==> config.mk <==
export PLATFORM = sky130hd
export DESIGN_NAME = bus_master_sequencer
export DESIGN_NICKNAME = d
export VERILOG_FILES = /design/src/rtl/bus_pkg.sv /design/src/rtl/rr_arbiter_2.sv /design/src/rtl/bus_master_sequencer.sv
export SDC_FILE = /design/constraint.sdc
export NUM_CORES = 1
export LEC_CHECK = 0
export BUFFER_PORTS_ARGS = -buffer_cell sky130_fd_sc_hd__buf_2
export CAP_MARGIN = 20
export CORE_MARGIN = 4
export CORE_UTILIZATION = 49
export CTS_BUF_LIST = sky130_fd_sc_hd__clkbuf_4 sky130_fd_sc_hd__clkbuf_8
export DETAILED_ROUTE_END_ITERATION = 7
export HOLD_SLACK_MARGIN = 0.02
export PLACE_DENSITY = 0.83
export SKIP_CTS_REPAIR_TIMING = 1
export SLEW_MARGIN = 20
export SYNTH_ARGS = -nofsm -noshare
export SYNTH_HDL_FRONTEND = slang
export SYNTH_SLANG_ARGS = --single-unit
==> constraint.sdc <==
create_clock -name clk -period 4.8 [get_ports clk]
set_input_delay 0.96 -clock clk [delete_from_list [all_inputs] [get_ports clk]]
set_output_delay 0.96 -clock clk [all_outputs]
set_load 0.03 [all_outputs]
==> src/rtl/bus_pkg.sv <==
`default_nettype none
// ============================================================================
// bus_pkg : shared widths, timeout default and sequencer state encoding
// Rev 1.0
// ============================================================================
package bus_pkg;

    localparam int c_DATA_W      = 32;
    localparam int c_LEN_W       = 8;
    localparam int c_TIMEOUT_CYC = 1023;

    typedef enum logic [1:0] {
        ST_IDLE   = 2'd0,
        ST_ADDR   = 2'd1,
        ST_DATA   = 2'd2,
        ST_FINISH = 2'd3
    } state_t;

endpackage
`default_nettype wire

==> src/rtl/rr_arbiter_2.sv <==
`default_nettype none
// ============================================================================
// rr_arbiter_2 : two-way round-robin grant with registered last-grant pointer
// Rev 1.0
// ============================================================================
module rr_arbiter_2 (
    input  logic       clk,
    input  logic       reset,
    input  logic [1:0] i_req,
    input  logic       i_accept,
    output logic       o_grant_vld,
    output logic       o_grant_idx
);

    logic r_favour_1;
    logic w_pick_1;

    // A lone requester wins regardless of the pointer.
    assign w_pick_1    = i_req[1] & (~i_req[0] | r_favour_1);
    assign o_grant_vld = |i_req;
    assign o_grant_idx = w_pick_1;

    always_ff @(posedge clk or posedge reset) begin
        if (reset) begin
            r_favour_1 <= 1'b0;
        end else if (i_accept && o_grant_vld) begin
            r_favour_1 <= ~w_pick_1;
        end
    end

endmodule
`default_nettype wire

==> src/rtl/bus_master_sequencer.sv <==
`default_nettype none
// ============================================================================
// bus_master_sequencer : two-client burst bus master (addr phase + data beats)
// Rev 1.0
// ============================================================================
module bus_master_sequencer
    import bus_pkg::*;
#(
    parameter int TIMEOUT_CYC = c_TIMEOUT_CYC
) (
    input  logic                  clk,
    input  logic                  reset,
    input  logic [1:0]            cli_req,
    input  logic [1:0]            cli_we,
    input  logic [63:0]           cli_addr,
    input  logic [15:0]           cli_len,
    input  logic [63:0]           cli_wdata,
    output logic [1:0]            cli_wdata_pop,
    output logic [c_DATA_W-1:0]   cli_rdata,
    output logic [1:0]            cli_rdata_vld,
    output logic [1:0]            cli_done,
    output logic [1:0]            cli_err,
    output logic [c_DATA_W-1:0]   ad_o,
    output logic                  ad_o_enable,
    output logic                  stb,
    output logic                  we,
    output logic                  m_rdy,
    input  logic [c_DATA_W-1:0]   ad_in,
    input  logic                  ack,
    input  logic                  s_rdy,
    input  logic                  abort
);

    localparam int c_TMO_W = (TIMEOUT_CYC < 2) ? 1 : $clog2(TIMEOUT_CYC);
    localparam logic [c_TMO_W-1:0] c_TMO_LAST = c_TMO_W'(TIMEOUT_CYC - 1);

    state_t                r_state;
    logic                  r_gnt;
    logic                  r_we;
    logic [c_DATA_W-1:0]   r_addr;
    logic [c_LEN_W:0]      r_beats;
    logic [c_LEN_W:0]      r_remain;
    logic [c_TMO_W-1:0]    r_tmo;
    logic                  r_stb;
    logic                  r_we_o;
    logic                  r_m_rdy;
    logic                  r_ad_en;
    logic [c_DATA_W-1:0]   r_rdata;
    logic [1:0]            r_rdata_vld;
    logic [1:0]            r_done;
    logic [1:0]            r_err;

    logic                  w_gnt_vld;
    logic                  w_gnt_idx;
    logic                  w_start;
    logic                  w_busy;
    logic                  w_progress;
    logic                  w_beat;
    logic                  w_fin_ok;
    logic                  w_fin_err;
    logic [1:0]            w_gnt_mask;
    logic [c_LEN_W-1:0]    w_req_len;
    logic [c_DATA_W-1:0]   w_req_addr;
    logic [c_DATA_W-1:0]   w_wdata;

    rr_arbiter_2 u_arb (
        .clk         (clk),
        .reset       (reset),
        .i_req       (cli_req),
        .i_accept    (r_state == ST_IDLE),
        .o_grant_vld (w_gnt_vld),
        .o_grant_idx (w_gnt_idx)
    );

    assign w_start    = (r_state == ST_IDLE) && w_gnt_vld;
    assign w_busy     = (r_state == ST_ADDR) || (r_state == ST_DATA);
    assign w_progress = (r_state == ST_ADDR) ? ack :
                        (r_state == ST_DATA) ? s_rdy : 1'b0;
    // Abort overrides a coincident ack or beat.
    assign w_beat     = (r_state == ST_DATA) && s_rdy && !abort;
    assign w_fin_ok   = w_beat && (r_remain == {{c_LEN_W{1'b0}}, 1'b1});
    assign w_fin_err  = w_busy && (abort || (!w_progress && (r_tmo == c_TMO_LAST)));
    assign w_gnt_mask = r_gnt ? 2'b10 : 2'b01;
    assign w_req_len  = w_gnt_idx ? cli_len[15:8]    : cli_len[7:0];
    assign w_req_addr = w_gnt_idx ? cli_addr[63:32]  : cli_addr[31:0];
    assign w_wdata    = r_gnt     ? cli_wdata[63:32] : cli_wdata[31:0];

    // Write data and pops follow the live beat so the client can advance its
    // data for back-to-back s_rdy cycles.
    assign cli_wdata_pop = (w_beat && r_we) ? w_gnt_mask : 2'b00;
    assign ad_o          = (r_state == ST_ADDR)          ? r_addr  :
                           ((r_state == ST_DATA) && r_we) ? w_wdata : '0;
    assign ad_o_enable   = r_ad_en;
    assign stb           = r_stb;
    assign we            = r_we_o;
    assign m_rdy         = r_m_rdy;
    assign cli_rdata     = r_rdata;
    assign cli_rdata_vld = r_rdata_vld;
    assign cli_done      = r_done;
    assign cli_err       = r_err;

    always_ff @(posedge clk or posedge reset) begin
        if (reset) begin
            r_state     <= ST_IDLE;
            r_gnt       <= 1'b0;
            r_we        <= 1'b0;
            r_addr      <= '0;
            r_beats     <= '0;
            r_remain    <= '0;
            r_tmo       <= '0;
            r_stb       <= 1'b0;
            r_we_o      <= 1'b0;
            r_m_rdy     <= 1'b0;
            r_ad_en     <= 1'b0;
            r_rdata     <= '0;
            r_rdata_vld <= 2'b00;
            r_done      <= 2'b00;
            r_err       <= 2'b00;
        end else begin
            r_done      <= 2'b00;
            r_err       <= 2'b00;
            r_rdata_vld <= 2'b00;

            if (w_beat && !r_we) begin
                r_rdata     <= ad_in;
                r_rdata_vld <= w_gnt_mask;
            end

            if (w_fin_err || w_fin_ok) begin
                r_state <= ST_FINISH;
                r_tmo   <= '0;
                r_stb   <= 1'b0;
                r_we_o  <= 1'b0;
                r_m_rdy <= 1'b0;
                r_ad_en <= 1'b0;
                r_done  <= w_gnt_mask;
                r_err   <= w_fin_err ? w_gnt_mask : 2'b00;
            end else begin
                case (r_state)
                    ST_IDLE: begin
                        if (w_start) begin
                            r_state <= ST_ADDR;
                            r_gnt   <= w_gnt_idx;
                            r_we    <= cli_we[w_gnt_idx];
                            r_addr  <= w_req_addr;
                            r_beats <= {1'b0, w_req_len} + {{c_LEN_W{1'b0}}, 1'b1};
                            r_tmo   <= '0;
                            r_stb   <= 1'b1;
                            r_we_o  <= cli_we[w_gnt_idx];
                            r_ad_en <= 1'b1;
                        end
                    end
                    ST_ADDR: begin
                        if (ack) begin
                            r_state  <= ST_DATA;
                            r_remain <= r_beats;
                            r_tmo    <= '0;
                            r_m_rdy  <= 1'b1;
                            r_ad_en  <= r_we;
                        end else begin
                            r_tmo <= r_tmo + 1'b1;
                        end
                    end
                    ST_DATA: begin
                        if (s_rdy) begin
                            r_remain <= r_remain - 1'b1;
                            r_tmo    <= '0;
                        end else begin
                            r_tmo <= r_tmo + 1'b1;
                        end
                    end
                    ST_FINISH: begin
                        r_state <= ST_IDLE;
                    end
                    default: begin
                        r_state <= ST_IDLE;
                    end
                endcase
            end
        end
    end

endmodule
`default_nettype wire
==> summary.md <==
• 260 — number of input and output port buffers inserted
• 1.95% — adder-cell share of the synthesized area
• 16.2 um — routed length per placed instance
• 9.64 um^2 — per-instance average area after synthesis
• 2920 um^2 — area of the multi-input gates
• 24,700 um — global-route wire length before repair
• 117 um — Die X-Extent
• 0 — total of max-cap violations
• 9 — CTS buffer count
• 47.2% — headroom to the max-slew limit
• 0.490 ns — worst-case hold slack
• 27.9% — area added between synthesis and finish
• 0.297 GHz — highest clock rate
• 2 — Max clock buf depth
• dfrtp_1 — ys flop type
• 1,038 — final-stage net count
• 0 — count of final max-slew check failures
• 261 — boundary pin count
• 45 — Synth cell types
• 0.00213 W — power dissipated by switching net loads
• 0 ns — final-layout setup total negative slack
• 3.37 ns — post-layout minimum cycle time
• 52.2% — combinational share of power
• 38.7% — met2 GRT Util
• 50.4% — initial core utilization
• 0.0175 ns — worst clock skew
• flip-flop — kind of launch point of the worst setup path
• 12.9% — Clock Power Share
• 0 — Final Hold Fails
• dfrtp_1 — crit path max-delay cell type
• 7190 um^2 — cell area after placement
• 2680 um^2 — sequential cell area
• 1.67% — post-synthesis xor/xnor area fraction
• 46.3% — proportion of netlist area held by the largest area contributor
• 0 — Synthesis Warnings
• false — RSZ-0062 raised after global routing
• 13.6% — Synth Area in Simple Gates
• 3.73 nW — Leak Pwr
• 117 um — Die Y-Extent
• 0 — remaining antenna violation count
• 0.37 ns — worst-skew pair later-pin latency
• reg2reg — Tightest Hold Check Type
• 498 — Starting DRT DRC Count
• 5,106 — via count of the first global-routing pass
• 1,012 — # fillers
• 30.6% — met1 usage in global routing
• 1 — antenna violations before repair
• 47.6% — switching portion of total power
• 100% — async set or reset register ratio after synthesis
• finished clean — status
• 13,600 um^2 — die outline area
• 0 — total DRC errors in the routed layout
• 39 — FP Rows
• 107 — CTS sink cnt
• 0.333 mV — Max IR drop VDD
• 2.41 ns — arrival time of data at the critical path endpoint
• 0.00447 W — power after layout
• 794 — Post-Syn Nets
• 38.6% — proportion of layout cells with a drive suffix above 1
• 22.8% — GRT Overall Usage
• met2 — global routing's busiest layer
• dfrtp_1 (46%), mux2i_1 (12%), o21ai_0 (8.1%), mux2_2 (6.8%), nand2_1 (6.1%) — Synth area leaders
• 0.785 ns — pin slew with the least headroom to its limit
• 40 — critical path fanouts, max
• 604 nW/um^2 — total power per unit cell area
• 0 — number of enable flip-flop cells after synthesis
• 34.8% — power share of the sequential group
• 2.69% — grt met3 use
• 12,400 um — detailed placement HPWL
• 82 — largest net degree at the start of global routing
• 107 — Yosys reg bits
• 0.45 ns — maximum cell stage delay along the critical path
• 0 — gr ovfl total
• 70.1% — post-route fraction of the period consumed by the critical path
• clkbuf_8 — clk root buf
• built — CTS tree
• primary output — capturing element type of the critical path
• 46.3% — Seq/Total Area, Yosys
• 16,100 um — WL final
• dfrtp_1 — cell taking the most area after synthesis
• 0.877 — global placement routability congestion
• multiplexers — largest family of logic cells by synthesized area
• 3 — Clock H-tree levels
• 13.7% — fraction of the mapped netlist area in compound gates
• 11,500 um^2 — core region area
• 0.00234 W — internal cell power
• 5,320 — total number of vias
• 19.3% — proportion of synthesized area in mux cells
• 7400 um^2 — area of all placed cells without fillers
• 0 — number of setup violations in the final report
• 600 — instance count of the mapped netlist
• inv_1 > ha_1 > buf_4 > inv_1 > nand3_1 > buf_4 > o21ai_0 > buf_2 — crit-path cells
• 0.10 ns — clock-pin slew reported for the worst setup and hold paths after clock tree synthesis
• reg2out — Worst Path Class, Setup
• 5 — router iterations before antenna repair
• 5780 um^2 — summed instance area of the synthesized netlist
• 5.36 — Via-to-Cell Ratio
• 3.84 ns — data required time at the worst endpoint
==> cells in the final DEF, fill, tap and decap left out, drive strengths merged, types with 8 or more instances in the layout <==
cell type / n
buf: 268
dfrtp: 107
o21ai: 95
nand2: 94
mux2i: 72
mux2: 35
nor2: 31
a21oi: 21
inv: 18
xnor2: 9
ha: 9
clkbuf: 9
nor3: 9
nand3: 8
==> critical path: cells and delay by family, from the launching register on <==
kind / cells / cell delay, ns
AO/OA/AOI/OAI: 1 / 0.18
adder cells (fa/ha/maj): 1 / 0.14
buffers and inverters: 5 / 1.14
flip-flops: 1 / 0.45
AND/OR/NAND/NOR: 1 / 0.12
==> synth_stat cells, drive strengths merged, types with 2 or more instances <==
library cell,n
o21ai,95
and3,3
nor2b,2
nor3b,2
nand2,94
nand3,8
o41ai,3
clkbuf,19
a21oi,21
ha,9
nand2b,3
o22ai,3
nor3,9
xor2,2
nand4,6
mux2i,72
a21boi,2
a211oi,6
a31oi,6
nor4,5
nor2,31
and2,4
xnor2,9
or3,4
inv,14
dfrtp,107
buf,16
mux2,35
==> routing by layer <==
| metal | vias up | share of wire (%) |
|---|---|---|
| li1 | 2604 | - |
| met1 | 2530 | 42 |
| met2 | 161 | 52 |
| met3 | 25 | 4.9 |
| met4 | 0 | 1.9 |
| met5 | - | 0 |
==> cell type report <==
cell class / count / share of cell area [%]
multi-input cells: 444 / 39.4
flip-flops and latches: 107 / 36.2
repair buffers: 268 / 18.4
well taps: 143 / 2.42
clock buffers: 9 / 1.67
clock inverters: 7 / 1.08
inverters: 14 / 0.778
diodes: 1 / 0.0338
==> state kept, by name, summed over array words and instances, names as in the netlist <==
name and cells:
cli_rdata 32, r_addr 32, r_tmo 10, r_beats 9, r_remain 9, cli_done 2
cli_err 2, cli_rdata_vld 2, r_state 2, ad_o_enable 1, m_rdy 1, r_gnt 1
r_we 1, stb 1, u_arb.r_favour_1 1, we 1
==> path summary, 6_finish.rpt <==
check	start	end	slack (ns)	depth (start not counted)
worst max register to register	r_state[0]$_DFFE_PP0P_	r_addr[5]$_DFFE_PP0P_	1.81	9
worst max-delay path	r_state[1]$_DFFE_PP0P_	ad_o[26]	1.43	8
min in group asynchronous	reset	cli_rdata[19]$_DFFE_PP0P_	0.69	2
worst min register to register	r_beats[7]$_DFFE_PP0P_	r_beats[7]$_DFFE_PP0P_	0.49	2
worst min-delay path	r_beats[7]$_DFFE_PP0P_	r_beats[7]$_DFFE_PP0P_	0.49	2
max in group asynchronous	reset	r_gnt$_DFFE_PP0P_	3.26	3
==> per-stage QoR <==
stage,util [%],setup WS [ns],std cells
2_1_floorplan,-,1.02,600
3_3_place_gp,62.7,1.75,976
3_5_place_dp,62.7,1.68,976
4_1_cts,64.5,1.42,992
5_1_grt,64.5,1.22,993
6_report,64.5,1.43,993
==> power by group through the flow <==
| stage | Sequential [W] | Clock [W] | Combinational [W] |
|---|---|---|---|
| after floorplan | 0.00182 | 0 | 0.00141 |
| after global placement | 0.00155 | 0 | 0.00229 |
| after detailed placement | 0.00158 | 0 | 0.00234 |
| after CTS | 0.00156 | 0.000589 | 0.00235 |
| after global routing | 0.00161 | 0.000622 | 0.00255 |
| final | 0.00156 | 0.000578 | 0.00234 |
==> logic make-up (layout without fill, tap and decap cells) <==
kind of cell    after synthesis  count (layout)
mux                         107             107
buf+inv                      49             298
simple gates                174             174
flops                       107             107
compound gates              143             143
xor+xnor                     11              11
other cells                   0               1
fa+ha+maj                     9               9
Power figures use the tool's default switching activity.
